`src/rtl/div_ctrl_pkg.sv`:
```
// Shared op codes and FSM encoding for the EX-stage divider issue controller.
package div_ctrl_pkg;

  localparam logic [5:0] DIV_CONTROL  = 6'b011010;
  localparam logic [5:0] DIVU_CONTROL = 6'b011011;

  typedef enum logic [2:0] {
    DIV_CTRL_IDLE   = 3'd0,
    DIV_CTRL_BUSY   = 3'd1,
    DIV_CTRL_DRAIN0 = 3'd2,
    DIV_CTRL_DRAIN1 = 3'd3,
    DIV_CTRL_DONE   = 3'd4
  } div_ctrl_state_e;

  function automatic logic is_div_op(input logic [5:0] op);
    return (op == DIV_CONTROL) || (op == DIVU_CONTROL);
  endfunction

endpackage

```
`src/rtl/div_ctrl.sv`:
```
// Issues DIV/DIVU to the iterative divider, stalls EX until the result is in,
// writes HI/LO once, and drains the divider back to free on a flush.
module div_ctrl
  import div_ctrl_pkg::*;
(
  input  logic        clk,
  input  logic        rst,
  input  logic        ex_valid,
  input  logic [5:0]  ex_op,
  input  logic [31:0] ex_opdata1,
  input  logic [31:0] ex_opdata2,
  input  logic        flush_i,
  output logic        stall_o,
  output logic        div_start_o,
  output logic        div_annul_o,
  output logic [5:0]  div_op_o,
  output logic [31:0] div_opdata1_o,
  output logic [31:0] div_opdata2_o,
  input  logic [63:0] div_result_i,
  input  logic        div_ready_i,
  output logic        hilo_we_o,
  output logic [31:0] hi_o,
  output logic [31:0] lo_o
);

  div_ctrl_state_e state, state_nxt;
  logic            req;
  logic            issue;
  logic            capture;

  assign req = ex_valid && is_div_op(ex_op);

  always_comb begin
    state_nxt   = state;
    issue       = 1'b0;
    capture     = 1'b0;
    stall_o     = 1'b0;
    div_annul_o = flush_i;
    hilo_we_o   = 1'b0;
    unique case (state)
      DIV_CTRL_IDLE: begin
        if (req && !flush_i) begin
          issue     = 1'b1;
          stall_o   = 1'b1;
          state_nxt = DIV_CTRL_BUSY;
        end
      end
      DIV_CTRL_BUSY: begin
        stall_o = 1'b1;
        // A flush must win over a same-cycle ready so no stale write escapes.
        if (flush_i) begin
          state_nxt = DIV_CTRL_DRAIN0;
        end else if (div_ready_i) begin
          capture   = 1'b1;
          state_nxt = DIV_CTRL_DONE;
        end
      end
      DIV_CTRL_DONE: begin
        hilo_we_o = !flush_i;
        state_nxt = DIV_CTRL_IDLE;
      end
      DIV_CTRL_DRAIN0: begin
        stall_o     = 1'b1;
        div_annul_o = 1'b1;
        state_nxt   = DIV_CTRL_DRAIN1;
      end
      DIV_CTRL_DRAIN1: begin
        stall_o     = 1'b1;
        div_annul_o = 1'b1;
        state_nxt   = DIV_CTRL_IDLE;
      end
      default: state_nxt = DIV_CTRL_IDLE;
    endcase
  end

  always_ff @(posedge clk) begin
    if (!rst) begin
      state         <= DIV_CTRL_IDLE;
      div_start_o   <= 1'b0;
      div_op_o      <= '0;
      div_opdata1_o <= '0;
      div_opdata2_o <= '0;
      hi_o          <= '0;
      lo_o          <= '0;
    end else begin
      state       <= state_nxt;
      // Start is high for exactly the BUSY cycles, so it drops in DONE/DRAIN.
      div_start_o <= (state_nxt == DIV_CTRL_BUSY);
      if (issue) begin
        div_op_o      <= ex_op;
        div_opdata1_o <= ex_opdata1;
        div_opdata2_o <= ex_opdata2;
      end
      if (capture) begin
        hi_o <= div_result_i[63:32];
        lo_o <= div_result_i[31:0];
      end
    end
  end

endmodule

```
`config.mk`:
```
export PLATFORM = sky130hd
export DESIGN_NAME = div_ctrl
export DESIGN_NICKNAME = d
export VERILOG_FILES = /design/src/rtl/div_ctrl_pkg.sv /design/src/rtl/div_ctrl.sv
export SDC_FILE = /design/constraint.sdc
export NUM_CORES = 1
export LEC_CHECK = 0
export BUFFER_PORTS_ARGS = -buffer_cell sky130_fd_sc_hd__clkbuf_2
export CAP_MARGIN = 20
export CORE_ASPECT_RATIO = 2
export CORE_UTILIZATION = 41
export DETAILED_ROUTE_END_ITERATION = 7
export PLACE_DENSITY = 0.76
export SYNTH_ARGS = -nofsm -noshare
export SYNTH_HDL_FRONTEND = slang
export SYNTH_SLANG_ARGS = --single-unit
```
`constraint.sdc`:
```
create_clock -name clk -period 1.7 [get_ports clk]
set_clock_uncertainty 0.2 [all_clocks]
set_input_delay 0.085 -clock clk [delete_from_list [all_inputs] [get_ports clk]]
set_output_delay 0.085 -clock clk [all_outputs]
set_load 0.01 [all_outputs]
```
==> flow_summary.yaml <==
sta:
  max_freq_mhz: 536
  whs_ns: 0.0560
  slew_viol_final: 0
  setup_violations: 57
  period_share_pct: 110
  worstMarginPinSlew_ns: 0.522
  setup_ws_ns: -0.164
  grt_setup_unrepaired: "yes"
  hold_viol: 0
  slew_headroom_pct: 65.2
  period_needed_ns: 1.86
drt:
  drc: 0
  num_vias: 6441
  ant_nets: 0
  via_per_inst: 5.39
  top_layer_used: "met4"
  drt-initial-drc-count: 461
  routed-wl-met3_um: 1770
  wl_met2_um: 11300
  wl_met1_um: 7540
  wl_per_cell_um: 18.0
  wl_um: 21500
  firstDrtPassIters: 5
power:
  static-leakage-power_nw: 4.02
  ir_drop_mv: 1.07
  power_density_nw_per_um2: 833
floorplan:
  die_w_um: 83.3
  initial_core_util_pct: 42.0
  die_y_um: 165
  num_rows: 59
  design.core.area_um2: 12900
  pin_count: 277
  die_area_um2: 13700
hold_path:
  min_path_cells: 4
  holdPathEnd: "div_start_o$_SDFF_PN0_"
  hold_class: "in -> reg"
  hold_start: "ex_valid"
global_route:
  globalRoute.totalOverflow: 0
  grt_pass1_wl_um: 29000
  grt_max_degree: 84
  track_usage_pct: 26.2
  grt_pass1_vias: 6054
  antenna_found_initial: 0
synthesis:
  synth.distinct_cells: 27
  netlist_top_cells_area: "dfxtp_1 51%, mux2i_1 12%, nand2_1 9.1%, a21oi_1 6.1%, nand3_1 5.9%"
  synthesis.instances: 613
  synth_area_um2: 5420
  ys_seq_elements: 138
  yosysTopAreaCell: "dfxtp_1"
  yosysWarningCount: 0
  syn-num-nets: 752
  synth_area_per_cell_um2: 8.84
  seq_area_frac_synth_pct: 51.0
  yosys.area.top_type_share_pct: 51.0
final_layout:
  fill_cells: 818
  drive_gt1_share_pct: 38.3
  final_core_util_pct: 73.3
  area_growth_pct: 74.7
  antenna_cells: 0
  finish.instance_area_um2: 9470
  finalNetCount: 1169
placed_design:
  hpwl_um: 10100
  post_dp_cell_area_um2: 6940
  place.port_buffers: 276
  gp_congestion: 0.776
setup_path:
  cp-start-kind: "flip-flop"
  cp.required_ns: 1.77
  r2r-end: "lo_o[0]$_SDFFE_PN0P_"
  cp_data_arrival_time_ns: 1.94
  crit_type: "reg -> reg"
  r2r_cells: 4
  ff2ff_setup_slack_ns: -0.16
  path_max_fanout: 6
  rr_startpoint: "state[2]$_SDFF_PN0_"
  cp-end-kind: "flip-flop"
clocking:
  clk_pin_slew_ns: 0.06
  cts_tree: "built"
  cts.htree.levels: 4
  clk_path_buf_depth: 2
  clock_sinks: 138
  cts_made_buffers: 17
  clk_latency_ns: 0.40
  cts_root_buffer: "clkbuf_16"
  postCtsSetupBuffers: 0
status:
  violations: "setup timing"
  status: "complete, but fails checks"
run:
  drv_cap: 0
## worst max-delay path, stage by stage, from the launching register on
cell	delay, ns
dfxtp_4	0.36
or4b_4	0.66
buf_12	0.19
o21ai_1	0.19
a21oi_1	0.13
## registers in the layout, summed over array words and instances (netlist names)
signal	count
div_op_o	6
div_opdata2_o	32
lo_o	32
hi_o	32
div_start_o	1
state	3
div_opdata1_o	32
## how the worst max path moves through the flow
| stage | from | to | slack, ns |
|---|---|---|---|
| finish | state[2]$_SDFF_PN0_ | lo_o[0]$_SDFFE_PN0P_ | -0.16 |
| global route | state[2]$_SDFF_PN0_ | lo_o[0]$_SDFFE_PN0P_ | -0.17 |
| CTS | state[2]$_SDFF_PN0_ | hi_o[23]$_SDFFE_PN0P_ | 0.004 |
| detailed placement | state[2]$_SDFF_PN0_ | lo_o[2]$_SDFFE_PN0P_ | 0.008 |
| global placement | state[2]$_SDFF_PN0_ | lo_o[2]$_SDFFE_PN0P_ | 0.04 |
| floorplan | state[1]$_SDFF_PN0_ | lo_o[10]$_SDFFE_PN0P_ | 0.03 |
## layout make-up
type                            count  area [um2]  share of cell area [%]
Tap cell                          152         190                    2.01
Clock inverter                     13         170                    1.80
Inverter                            3        11.3                   0.119
Multi-Input combinational cell    413        2520                    26.7
Timing Repair Buffer              457        3370                    35.6
Sequential cell                   138        2770                    29.2
Clock buffer                       19         433                    4.57
## power breakdown
group / switching [mW] / total (mW) / internal, mW
Combinational: 0.372 / 0.838 / 0.467
Clock: 1.47 / 3.79 / 2.32
Sequential: 0.00916 / 3.25 / 3.24
Total: 1.85 / 7.89 / 6.03
## synth_stat cells
master    number
or3_1          1
and4b_1        1
dfxtp_1      138
and4_1         1
a221oi_1       1
nor3b_1        4
inv_1          3
o21ai_2        5
nor2_1         2
and3b_1        1
a31oi_1        1
a21oi_1       66
nand2_1      132
o21ai_1       45
a21o_1         1
buf_6         15
or4b_4         1
nand3_1       64
mux2i_1       65
buf_2         12
o21ai_0       14
clkbuf_1      31
clkbuf_2       2
nor3_1         2
nor4b_1        1
o21a_1         3
nor4_1         1
## through the flow
stage               setup WS [ns]  power (mW)  instances  TNS [ns]
floorplan                  0.0338        3.53        613         0
global placement           0.0381        3.76       1003         0
detailed placement        0.00790        3.77       1003         0
CTS                       0.00353        7.81       1184         0
global route               -0.166        8.09       1195     -3.60
finish                     -0.164        7.89       1195     -2.09
## timing repair
item	CTS	global route
endpoints found under the setup margin	2	48
gates cloned	0	11
hold endpoints to repair	132	0
pin swaps	0	25
hold buffers	149	0
resized for setup	2	71
## cell usage in the layout, fill, tap and decap left out, types with 3 or more instances in the layout
master,Yosys,routed
a21oi_1,66,63
buf_6,15,6
mux2i_1,65,65
clkbuf_2,2,274
o21ai_4,0,3
a21oi_2,0,3
dlygate4sd3_1,0,148
nand3_1,64,64
clkbuf_16,0,23
dfxtp_1,138,135
clkinvlp_4,0,3
o21ai_1,45,16
nand2_1,132,132
o21ai_2,5,45
nor3b_1,4,4
buf_12,0,10
clkinv_4,0,5
bufinv_16,0,3
o21a_1,3,3
buf_4,0,11
## metal layers
layer / global-route usage [%] / up-vias
met5: 0 / -
met4: 12.8 / 0
met3: 6.55 / 77
met2: 48.1 / 435
met1: 27.7 / 2991
li1: - / 2938
## cells by family after synthesis
| group | share of synthesized area (%) |
|---|---|
| flip-flops | 51.0 |
| AO/OA/AOI/OAI | 13.2 |
| AND/OR/NAND/NOR | 17.1 |
| buffers and inverters | 6.76 |
| multiplexers | 12.0 |
Note: power is estimated with default switching activity, not from simulation.
